===== config.mk =====
export PLATFORM = sky130hd
export DESIGN_NAME = edge_frame_writer
export DESIGN_NICKNAME = d
export VERILOG_FILES = /design/src/rtl/edge_frame_pkg.sv /design/src/rtl/edge_frame_position.sv /design/src/rtl/edge_frame_writer.sv
export SDC_FILE = /design/constraint.sdc
export NUM_CORES = 1
export LEC_CHECK = 0
export ABC_AREA = 1
export BUFFER_PORTS_ARGS = -buffer_cell sky130_fd_sc_hd__buf_2
export CAP_MARGIN = 20
export CORE_ASPECT_RATIO = 0.6
export CORE_MARGIN = 10
export CORE_UTILIZATION = 58
export CTS_CLUSTER_SIZE = 16
export DETAILED_ROUTE_END_ITERATION = 8
export PLACE_DENSITY_LB_ADDON = 0.08
export SYNTH_ARGS = -nofsm -noshare
export SYNTH_HDL_FRONTEND = slang
export SYNTH_SLANG_ARGS = --single-unit

===== constraint.sdc =====
create_clock -name iCLK -period 3.4 [get_ports iCLK]
set_input_delay 0.34 -clock iCLK [delete_from_list [all_inputs] [get_ports iCLK]]
set_output_delay 0.34 -clock iCLK [all_outputs]
set_load 0.05 [all_outputs]

===== src/rtl/edge_frame_pkg.sv =====
// edge_frame_pkg
// Shared definitions for the edge frame writer:
//   - state_t      : frame tracking FSM encoding (WAIT / ACTIVE / DONE)
//   - DEF_WIDTH/DEF_HEIGHT : default frame geometry (640x480)
//   - PIX_W, WORD_W, COL_W, GHI_W, GLO_W : pixel and packed-word field widths
//   - pack_wr1/pack_wr2 : pack a grey pixel (R = G = B) into the two
//     16-bit SDRAM write-port words of the display path.
package edge_frame_pkg;

  typedef enum logic [1:0] {
    ST_WAIT   = 2'd0,
    ST_ACTIVE = 2'd1,
    ST_DONE   = 2'd2
  } state_t;

  localparam int DEF_WIDTH  = 640;
  localparam int DEF_HEIGHT = 480;

  localparam int PIX_W  = 12;  // edge magnitude width
  localparam int WORD_W = 16;  // SDRAM write-port word width
  localparam int COL_W  = 10;  // colour field width (top bits of the pixel)
  localparam int GHI_W  = 5;   // green upper half, lives in word 1
  localparam int GLO_W  = 5;   // green lower half, lives in word 2

  // Word 1: {1'b0, G[11:7], B[11:2]}
  function automatic logic [WORD_W-1:0] pack_wr1(input logic [PIX_W-1:0] p);
    return {1'b0, p[PIX_W-1 -: GHI_W], p[PIX_W-1 -: COL_W]};
  endfunction

  // Word 2: {1'b0, G[6:2], R[11:2]}
  function automatic logic [WORD_W-1:0] pack_wr2(input logic [PIX_W-1:0] p);
    return {1'b0, p[PIX_W-1-GHI_W -: GLO_W], p[PIX_W-1 -: COL_W]};
  endfunction

endpackage


===== src/rtl/edge_frame_position.sv =====
// edge_frame_position
// Pixel / line position counters for one frame.
//   i_clk, i_rst : clock, asynchronous active-high reset
//   i_clear      : restart the frame; position becomes (0,0) this cycle
//   i_advance    : a pixel is consumed at the current (post-clear) position
//   o_px, o_ln   : registered pixel and line counters
//   o_last       : the current (post-clear) position is the last pixel
// WIDTH and HEIGHT must both be at least 2.
module edge_frame_position #(
  parameter int WIDTH  = 640,
  parameter int HEIGHT = 480
) (
  input  logic                      i_clk,
  input  logic                      i_rst,
  input  logic                      i_clear,
  input  logic                      i_advance,
  output logic [$clog2(WIDTH)-1:0]  o_px,
  output logic [$clog2(HEIGHT)-1:0] o_ln,
  output logic                      o_last
);

  localparam int PW = $clog2(WIDTH);
  localparam int LW = $clog2(HEIGHT);

  logic [PW-1:0] r_px;
  logic [LW-1:0] r_ln;
  logic [PW-1:0] w_px_base;
  logic [LW-1:0] w_ln_base;
  logic          w_px_end;
  logic          w_ln_end;

  // A clear coinciding with an advance makes the advancing beat pixel (0,0).
  assign w_px_base = i_clear ? '0 : r_px;
  assign w_ln_base = i_clear ? '0 : r_ln;
  assign w_px_end  = (w_px_base == PW'(WIDTH - 1));
  assign w_ln_end  = (w_ln_base == LW'(HEIGHT - 1));

  always_ff @(posedge i_clk or posedge i_rst) begin
    if (i_rst) begin
      r_px <= '0;
      r_ln <= '0;
    end else if (i_advance) begin
      if (w_px_end) begin
        r_px <= '0;
        r_ln <= w_ln_end ? '0 : w_ln_base + 1'b1;
      end else begin
        r_px <= w_px_base + 1'b1;
        r_ln <= w_ln_base;
      end
    end else if (i_clear) begin
      r_px <= '0;
      r_ln <= '0;
    end
  end

  assign o_px   = r_px;
  assign o_ln   = r_ln;
  assign o_last = w_px_end & w_ln_end;

endmodule


===== src/rtl/edge_frame_writer.sv =====
// edge_frame_writer
// Turns the Sobel edge magnitude stream into SDRAM write-port words and
// tracks frame position, completion, truncation and dropped pixels.
//   iCLK, iRST   : pixel clock, asynchronous active-high reset
//   iDATA/iDVAL  : edge magnitude and its valid (no upstream stall exists)
//   iFVAL        : frame valid; rising edge starts a frame
//   iFULL        : SDRAM write FIFO full; beats seen while full are dropped
//   oWR1_DATA/oWR2_DATA/oWR_EN : packed words and their write strobe
//   oFRAME_DONE/oFRAME_ERR     : one-cycle completion / truncation pulses
//   oFRAME_CNT/oDROP_CNT       : completed frames (wraps), drops (saturates)
//   oSTATE, oPX, oLN           : debug view of FSM state and position
// Build option: EDGE_THRESHOLD_EN binarises the pixel against THRESHOLD.
//
// Handshake: iDVAL is a strict valid with no ready; every iDVAL beat inside
// a frame is consumed in the cycle it is presented. oWR_EN is a valid toward
// the FIFO whose only back-pressure is iFULL, sampled with the same beat.
module edge_frame_writer
  import edge_frame_pkg::*;
#(
  parameter int WIDTH  = DEF_WIDTH,
  parameter int HEIGHT = DEF_HEIGHT
`ifdef EDGE_THRESHOLD_EN
  ,
  parameter logic [PIX_W-1:0] THRESHOLD = 12'd256
`endif
) (
  input  logic                      iCLK,
  input  logic                      iRST,
  input  logic [PIX_W-1:0]          iDATA,
  input  logic                      iDVAL,
  input  logic                      iFVAL,
  input  logic                      iFULL,
  output logic [WORD_W-1:0]         oWR1_DATA,
  output logic [WORD_W-1:0]         oWR2_DATA,
  output logic                      oWR_EN,
  output logic                      oFRAME_DONE,
  output logic                      oFRAME_ERR,
  output logic [15:0]               oFRAME_CNT,
  output logic [15:0]               oDROP_CNT,
  output logic [1:0]                oSTATE,
  output logic [$clog2(WIDTH)-1:0]  oPX,
  output logic [$clog2(HEIGHT)-1:0] oLN
);

  state_t            r_state;
  logic              r_fval_d;
  logic              r_seen_low;
  logic              r_wr_en;
  logic              r_done;
  logic              r_err;
  logic [WORD_W-1:0] r_wr1;
  logic [WORD_W-1:0] r_wr2;
  logic [15:0]       r_frame_cnt;
  logic [15:0]       r_drop_cnt;

  logic              w_rise;
  logic              w_fall;
  logic              w_active;
  logic              w_in_frame;
  logic              w_beat;
  logic              w_last;
  logic [PIX_W-1:0]  w_pix;

  // A frame already in progress when reset releases has no visible rising
  // edge; r_seen_low keeps it from being mistaken for a fresh start.
  assign w_rise     = iFVAL & ~r_fval_d & r_seen_low;
  assign w_fall     = ~iFVAL & r_fval_d;
  assign w_active   = (r_state == ST_ACTIVE);
  // A rising edge in any state starts (or restarts) the frame, and the
  // coincident beat is pixel (0,0). A falling edge wins over a beat.
  assign w_in_frame = w_rise | (w_active & ~w_fall);
  assign w_beat     = w_in_frame & iDVAL;

`ifdef EDGE_THRESHOLD_EN
  assign w_pix = (iDATA >= THRESHOLD) ? 12'hFFF : 12'h000;
`else
  assign w_pix = iDATA;
`endif

  edge_frame_position #(
    .WIDTH (WIDTH),
    .HEIGHT(HEIGHT)
  ) u_pos (
    .i_clk    (iCLK),
    .i_rst    (iRST),
    .i_clear  (w_rise),
    .i_advance(w_beat),
    .o_px     (oPX),
    .o_ln     (oLN),
    .o_last   (w_last)
  );

  always_ff @(posedge iCLK or posedge iRST) begin
    if (iRST) begin
      r_state     <= ST_WAIT;
      r_fval_d    <= 1'b0;
      r_seen_low  <= 1'b0;
      r_wr_en     <= 1'b0;
      r_done      <= 1'b0;
      r_err       <= 1'b0;
      r_wr1       <= '0;
      r_wr2       <= '0;
      r_frame_cnt <= '0;
      r_drop_cnt  <= '0;
    end else begin
      r_fval_d <= iFVAL;
      if (!iFVAL) r_seen_low <= 1'b1;

      r_wr_en <= w_beat & ~iFULL;
      r_done  <= w_beat & w_last;
      r_err   <= w_active & (w_rise | w_fall);

      if (w_beat && !iFULL) begin
        r_wr1 <= pack_wr1(w_pix);
        r_wr2 <= pack_wr2(w_pix);
      end
      // Geometry still advances on a dropped beat; only the count records it.
      if (w_beat && iFULL && r_drop_cnt != 16'hFFFF)
        r_drop_cnt <= r_drop_cnt + 16'd1;
      if (w_beat && w_last)
        r_frame_cnt <= r_frame_cnt + 16'd1;

      if (w_beat && w_last)
        r_state <= ST_DONE;
      else if (w_rise)
        r_state <= ST_ACTIVE;
      else begin
        case (r_state)
          ST_ACTIVE: if (w_fall) r_state <= ST_WAIT;
          ST_DONE:   if (!iFVAL) r_state <= ST_WAIT;
          default:   r_state <= r_state;
        endcase
      end
    end
  end

  assign oWR1_DATA   = r_wr1;
  assign oWR2_DATA   = r_wr2;
  assign oWR_EN      = r_wr_en;
  assign oFRAME_DONE = r_done;
  assign oFRAME_ERR  = r_err;
  assign oFRAME_CNT  = r_frame_cnt;
  assign oDROP_CNT   = r_drop_cnt;
  assign oSTATE      = r_state;

endmodule

; ---- After elaboration in Yosys (flattened, before gate mapping)
; Index checks and enable logic that the tools add are counted.
; Widths: inputs -> output; s select.
[word_totals]
in_bits = 17
elab_cells = 57
reg_bits = 88
[op_classes]
add_sub_neg = 4
n_eq_ne = 7
mux = 12
bitwise = 15
reduce_logical = 7
[ops]
columns = op, count
row1 = $mux 9, 4
row2 = $add 16x1->16 const B, 2
row3 = $mux 10, 3
row4 = $ne 16x16->1 const B, 1
row5 = $add 10x1->10 const B, 1
row6 = $eq 10x10->1 const B, 1
row7 = $add 9x1->9 const B, 1
row8 = $and 1x1->1, 9
row9 = $eq 9x9->1 const B, 1
row10 = $mux 2, 4
row11 = $logic_and 1x1->1, 4
row12 = $ne 4x3->1 const B, 1
row13 = $ne 4x4->1 const B, 1
row14 = $not 1->1, 4
row15 = $pmux 2 s2, 1
row16 = $reduce_bool 4->1, 1
row17 = $reduce_and 3->1, 1
row18 = $eq 2x1->1 const B, 1
row19 = $eq 2x2->1 const B, 1
row20 = $or 1x1->1, 2
row21 = $logic_not 1->1, 1

; ---- Depth between registers and ports, before layout
; Gate-level depths: netlist (run 1).
[logic_depth]
ltp_word = 9
mapped_depth = 16
ltp_nobuf = 13

; ---- By module
; From an unflattened synthesis (run 1), not the netlist that was laid out.
[unflattened]
cells_unflattened = 569
area_unflattened_um2 = 4136.5
[modules_own_cells]
columns = mod, seq_area_each_um2, cells_per_inst, instances, area_per_inst_um2
row1 = edge_frame_writer, 1226.2, 386, 1, 2851.5
row2 = edge_frame_position, 475.5, 183, 1, 1285.0

; ---- Least setup slack after synthesis (run 1)
; No wires, ideal clock.
[synth_path]
path_kind = register -> register
from = register r_seen_low
to = register r_frame_cnt[8], in the netlist oFRAME_CNT[8]
required_time_ns = 3.281
path_slack_ns = 1.133
stages_incl_launch_ff = 16
t_arrival_ns = 2.148
synth_period_minus_slack_ns = 2.267
setup_time_ns = 0.119
cell_sequence = dfrtp_1 nand3_2 buf_6 buf_8 buf_4 nand2_1 inv_1 ha_1 nand2_1 nor2_2 nand3_2 nor2_4 nand2_2 buf_6 o21ai_2 nand2_1
[synth_via]
elab_chain_cells = 5
word_cells_on_any_way = 9
[synth_rtl]
columns = element, line
row1 = from (decl), edge_frame_writer.sv:47  ; logic r_seen_low;
row2 = from (signal assigned), edge_frame_writer.sv:97  ; r_seen_low <= 1'b0;
row3 = from (signal assigned), edge_frame_writer.sv:107  ; if (!iFVAL) r_seen_low <= 1'b1;
row4 = $and 1x1->1 *, edge_frame_writer.sv:66  ; assign w_rise = iFVAL & ~r_fval_d & r_seen_low;
row5 = $mux 10 or $mux 9 (tied branches), n/a
row6 = $eq 10x10->1 or $eq 9x9->1 (tied branches), "edge_frame_position.sv:35, edge_frame_position.sv:36"
row7 = $and 1x1->1, edge_frame_position.sv:58  ; assign o_last = w_px_end & w_ln_end;
row8 = $logic_and 1x1->1 *, edge_frame_writer.sv:120  ; if (w_beat && w_last)
row9 = to (signal assigned), edge_frame_writer.sv:121  ; r_frame_cnt <= r_frame_cnt + 16'd1;
row10 = to (decl), edge_frame_writer.sv:53  ; logic [15:0] r_frame_cnt;
; Every way passes the cells marked *; elsewhere a longest branch is shown, timed or not.
; A chain may end at the register's enable or synchronous reset.

; ---- Final worst setup path (run 1)
[layout_path]
from = register r_seen_low
to = register r_frame_cnt[9], in the netlist oFRAME_CNT[9]
; Same word-level chain as after synthesis.

==> results of run 1 <==
[kinds of logic (layout without fill, tap and decap cells)]
group	Yosys count	after routing	share of synthesized area, %
AO/OA/AOI/OAI	32	32	4.42
XOR/XNOR	27	27	5.84
adder cells (fa/ha/maj)	6	6	1.85
buffers and inverters	87	176	11.4
flip-flops	68	68	42.0
other	1	2	0.0926
AND/OR/NAND/NOR	292	292	34.3
[worst paths after layout]
check / slack (ps) / end / start / cells past startpoint
max in group asynchronous: 2600 / oFRAME_CNT[2] / iRST / 3
setup / recovery: 950 / oFRAME_CNT[9] / r_seen_low / 13
setup reg to reg: 950 / oFRAME_CNT[9] / r_seen_low / 13
min in group asynchronous: 270 / u_pos.o_px[4] / iRST / 3
hold / removal: 170 / r_fval_d / iFVAL / 1
hold reg to reg: 500 / oWR2_DATA[10] / oWR2_DATA[10] / 2
[area by class of cell]
type                       count  area (um2)
multi-input combinational    359        1890
clock buffer                  12         256
timing repair buffer         105         538
inverter                      57         219
tap                           87         109
fill                         569        1990
sequential                    68        1700
clock inverter                 2        35.0
[power by group through the flow]
stage	Combinational, uW	Clock (uW)	Sequential [uW]
after floorplan	654	0	1500
after global placement	1260	0	1080
after detailed placement	1270	0	1090
after CTS	1280	940	1070
after global routing	1350	978	1100
final	1260	929	1070
[worst max-delay path: cells and delay by family (launching register included)]
kind | cells | cell delay [ps]
DFF | 1 | 390
and+or+nand+nor | 9 | 1250
adders and majority gates | 1 | 230
buffers and inverters | 3 | 500
[stage by stage]
step	std cells	utilization [%]	hold slack (ps)
2_1_floorplan	514	-	371
3_3_place_gp	676	66.2	475
3_5_place_dp	676	66.2	496
4_1_cts	690	70.5	167
5_1_grt	690	70.5	173
6_report	690	70.5	170
[layer usage]
| layer | vias up | track usage (%) | wire, um |
|---|---|---|---|
| met2 | 138 | 29.8 | 4660 |
| met4 | 0 | 6.01 | 148 |
| li1 | 1783 | - | - |
| met5 | - | 0 | 0 |
| met3 | 16 | 7.91 | 914 |
| met1 | 1695 | 24.7 | 4630 |
[state kept, by name, summed over array words and instances (netlist names)]
name         cells
oFRAME_ERR       1
r_fval_d         1
u_pos.o_px      10
r_seen_low       1
oFRAME_DONE      1
oWR_EN           1
oWR2_DATA       10
oFRAME_CNT      16
oSTATE           2
oDROP_CNT       16
u_pos.o_ln       9
[synth_stat cells (6+ instances only)]
master and n:
nand3_1 38, nor3_1 12, nand4_1 14, o21ai_1 6
buf_4 23, nand2_1 147, dfrtp_1 68, nor2_1 48
inv_1 53, o21ai_0 15, xnor2_1 6, ha_1 6
xor2_1 21
==> flow_summary_export.csv, run 1 <==
group,metric,value,unit
drt,viasPerCell,5.26,
synthesis,syn-instance-count,513,
synthesis,synth.distinct_cells,38,
synthesis,synthTopCellsByArea,"dfrtp_1, nand2_1, inv_1, nand3_1, xor2_1",
clocking,cts_setup_buffers,0,
clocking,clk_pin_slew,50,ps
worst_setup_path,critPathArrivalTime,2710,ps
floorplan,die_x,128,um
pwr,ir_drop,582,uV
final_layout,diodes,0,
floorplan,die_y,84.7,um
synthesis,yosys.area.top_type,"dfrtp_1",
worst_setup_path,required,3670,ps
placed_design,gp_congestion,0.841,
placed_design,dpl_worst_slack,889,ps
placed_design,hpwl,7.67,mm
sta,max_slew.worst_pin.slew,850,ps
worst_setup_path,crit_chain,"nand3_2, buf_4, nand2_1, inv_1, ha_1, nand2_1, nor2_2, nand3_2, nor2_4, nand2_2, inv_1, nand3b_1, nand2_1",
clocking,cts_resized,0,
drt,drcViolationCount,0,
synthesis,synth-seq-cells,68,
sta,setup_viol,0,
synthesis,synth-async-reset-ratio,100,%
sta,skew,3.81,ps
sta,fin_crit_sh,71.9,%
floorplan,pin_count,105,
synthesis,synth_top_area_share,42.0,%
sta,rsz0062_at_grt,"false",
synthesis,avgSynthCellArea,7.89,um2
final_layout,drive_gt1_share,25.0,%
final_layout,layout_common_cells,"nand2_1, buf_2, dfrtp_1",
drt,drtAntennaViolNets,0,
clocking,htreeDepth,3,
sta,tns,0,ps
final_layout,finalNetCount,623,
pwr,p_leak,0.00254,uW
pwr,finalPower,3260,uW
pwr,switching_power,1490,uW
synthesis,seq_area_frac_synth,42.0,%
placed_design,place_area,4460,um2
floorplan,coreArea,6730,um2
floorplan,start_util,60.1,%
global_routing,grt-ovfl-total,0,
drt,drt_iter0_drc,376,
placed_design,portBuffers,100,
min_path,worstHoldPathType,"in -> reg",
sta,setup_slack,954,ps
global_routing,globalRouteTotalUtil,19.5,%
pwr,power_density,688,nW/um2
synthesis,synth_area,4050,um2
drt,drt-total-wl,10.4,mm
clocking,root_buffer,"clkbuf_16",
sta,period_minus_slack,2450,ps
global_routing,antenna_found_initial,0,
final_layout,area_growth,17.3,%
pwr,p_seq_share,32.9,%
floorplan,die_area,10800,um2
clocking,insertion_delay,330,ps
pwr,internal_power,1780,uW
worst_setup_path,critPathCaptureType,"register",
final_layout,layout_commonest_cell,"nand2_1",
worst_setup_path,slowest_delay,390,ps
clocking,ctsHoldBuffers,0,
floorplan,row_count,23,
global_routing,grt_max_degree,69,
clocking,numCtsBuffers,9,
clocking,clock-sinks,68,
final_layout,postLayoutCellArea,4750,um2
pwr,swShare,45.5,%
synthesis,synth_warnings,0,
clocking,cts_tree,"done",
global_routing,grt_first_pass_wirelength,17.6,mm
sta,fmax,409,MHz
worst_setup_path,crit_path_max_fanout,14,
pwr,p_comb_share,38.7,%
synthesis,ys.flop_type,"dfrtp_1",
outcome,outcome,"finished, final reports clean",
flow_run,maxCapViolCount,0,
pwr,clkPwrFrac,28.4,%
drt,dr.pass1.iters,5,
synthesis,synth-edff-count,0,
drt,drt-wirelength-per-cell,15.0,um
sta,maxSlewHeadroom,43.3,%
drt,vias,3632,
global_routing,grt_pass1_vias,3657,
clocking,cts_max_path_buffers,2,
worst_setup_path,start_kind,"register",
worst_setup_path,cp_slowest_cell,"dfrtp_1",
worst_setup_path,critical_path_class,"reg -> reg",
sta,maxSlewViolCount,0,
sta,hold_viol,0,
worst_setup_path,cpMostUsedCell,"nand2_1",
No activity file was read; power rests on OpenSTA's default activity.
==> run 2, diff against run 1 <==
Settings changed: CORE_UTILIZATION 58 to 53.
Clock period 3.4 ns to 2.55 ns, I/O delays scaled along.
==> flow_summary_export.csv, run 2 (same netlist as run 1, synthesis figures left out) <==
group,metric,value,unit
outcome,outcome,"finished, final reports clean",
worst_setup_path,crit_chain,"nand3_2, inv_1, nor2_4, ha_1, nand2_1, nor2_2, nand3_2, nor2_4, nand2_4, inv_1, nand3b_1, nand2_1",
pwr,power_density,912,nW/um2
pwr,switching_power,2010,uW
global_routing,grt_pass1_vias,3483,
sta,rsz0062_at_grt,"false",
worst_setup_path,cp_slowest_cell,"dfrtp_1",
floorplan,die_y,87.7,um
placed_design,portBuffers,100,
floorplan,start_util,55.0,%
drt,drt-total-wl,10.2,mm
pwr,clkPwrFrac,28.7,%
clocking,cts_resized,0,
clocking,ctsHoldBuffers,0,
pwr,p_leak,0.00257,uW
drt,drt_iter0_drc,385,
worst_setup_path,crit_family,"simple AND/OR/NAND/NOR gates",
floorplan,pin_count,105,
drt,drtAntennaViolNets,0,
sta,tns,0,ps
final_layout,layout_common_cells,"nand2_1, buf_2, dfrtp_1",
min_path,worstHoldPathType,"in -> async",
worst_setup_path,critPathCaptureType,"register",
pwr,p_seq_share,32.8,%
placed_design,hpwl,7.79,mm
final_layout,layout_commonest_cell,"nand2_1",
sta,maxSlewViolCount,0,
sta,fin_crit_sh,89.1,%
drt,viasPerCell,5.06,
worst_setup_path,r2r_slack,280,ps
clocking,insertion_delay,330,ps
worst_setup_path,critical_path_class,"reg -> reg",
final_layout,diodes,0,
final_layout,fill_cells,636,
worst_setup_path,start_kind,"register",
pwr,swShare,45.7,%
sta,hold_viol,0,
clocking,clk_pin_slew,50,ps
worst_setup_path,worst_r2r_endpoint,"oFRAME_CNT[8]",
floorplan,die_x,133,um
clocking,numCtsBuffers,9,
placed_design,gp_congestion,0.888,
clocking,cts_setup_buffers,0,
worst_setup_path,critPathBufInv,2,
clocking,cts_max_path_buffers,2,
pwr,p_comb_share,38.5,%
global_routing,grt_first_pass_wirelength,17.1,mm
global_routing,grt_max_degree,33,
worst_setup_path,crit_path_max_fanout,14,
clocking,root_buffer,"clkbuf_16",
sta,max_slew.worst_pin.slew,705,ps
sta,maxSlewHeadroom,52.9,%
worst_setup_path,required,2820,ps
drt,drt-wirelength-per-cell,14.4,um
sta,setup_slack,277,ps
clocking,cts_tree,"done",
clocking,htreeDepth,3,
clocking,clock-sinks,68,
final_layout,finalNetCount,624,
global_routing,antenna_found_initial,0,
drt,vias,3596,
sta,skew,5.97,ps
worst_setup_path,rr_worst_depth,12,
floorplan,coreArea,7360,um2
worst_setup_path,rr_startpoint,"r_seen_low",
placed_design,dpl_worst_slack,210,ps
sta,period_minus_slack,2270,ps
final_layout,drive_gt1_share,25.4,%
sta,setup_viol,0,
floorplan,row_count,24,
global_routing,grt-ovfl-total,0,
pwr,internal_power,2390,uW
drt,dr.pass1.iters,5,
flow_run,maxCapViolCount,0,
drt,drcViolationCount,0,
final_layout,area_growth,19.0,%
worst_setup_path,path_depth,12,
global_routing,globalRouteTotalUtil,18.0,%
worst_setup_path,critPathArrivalTime,2550,ps
sta,fmax,440,MHz
worst_setup_path,slowest_delay,380,ps
pwr,ir_drop,601,uV
floorplan,die_area,11600,um2
-- run 2: changes by cell type in the layout (fill, tap and decap cells not counted) --
cell,previous run,this run
buf_12,0,2
buf_4,5,4
clkinv_2,1,2
clkinvlp_4,0,1
nand2_2,2,1
nand2_4,4,5
-- run 2: cell type report --
cell class / instances / area, um2 / area share, %
Clock buffer: 12 / 256 / 5.32
Clock inverter: 4 / 47.5 / 0.987
Inverter: 57 / 219 / 4.54
Multi-Input combinational cell: 359 / 1890 / 39.3
Sequential cell: 68 / 1700 / 35.3
Tap cell: 104 / 130 / 2.70
Timing Repair Buffer: 106 / 571 / 11.8
-- run 2: worst register-to-register path, cell delays in order, from the launching register on --
cell and delay, ps:
dfrtp_1 380, nand3_2 130, inv_1 140, nor2_4 180, ha_1 260, nand2_1 90, nor2_2 190, nand3_2 160
nor2_4 190, nand2_4 160, inv_1 180, nand3b_1 90, nand2_1 60
-- run 2: metrics by stage --
| stage | instances | util (%) | hold WS (ps) | total power, uW | instance area, um2 |
|---|---|---|---|---|---|
| after floorplan | 514 | - | 286 | 2870 | 4050 |
| after global placement | 694 | 61.3 | 407 | 3140 | 4510 |
| after detailed placement | 694 | 61.3 | 418 | 3160 | 4510 |
| after CTS | 710 | 65.4 | 55.4 | 4430 | 4810 |
| after global routing | 710 | 65.5 | 82.7 | 4600 | 4820 |
| final | 710 | 65.5 | 35.2 | 4390 | 4820 |
-- run 2: power by group through the flow --
stage	registers (uW)	clock network, uW	logic [uW]
2_1_floorplan	2000	0	872
5_1_grt	1470	1330	1800
4_1_cts	1440	1280	1710
3_3_place_gp	1450	0	1690
3_5_place_dp	1450	0	1700
6_report	1440	1260	1690
-- run 2: worst max path at each step --
stage | from | endpoint | slack [ps]
2_1_floorplan | r_seen_low | oFRAME_CNT[8] | 280
3_3_place_gp | iFVAL | oFRAME_CNT[9] | 270
3_5_place_dp | iFVAL | oFRAME_CNT[9] | 210
4_1_cts | r_seen_low | oFRAME_CNT[9] | 190
5_1_grt | r_fval_d | oFRAME_CNT[9] | 40
6_report | r_seen_low | oFRAME_CNT[8] | 280
-- run 2: per-layer routing --
metal	share of wire (%)	track usage, %
met3	10	7.54
met4	1.1	6.06
met1	46	23.3
met2	42	26.7
met5	0	0
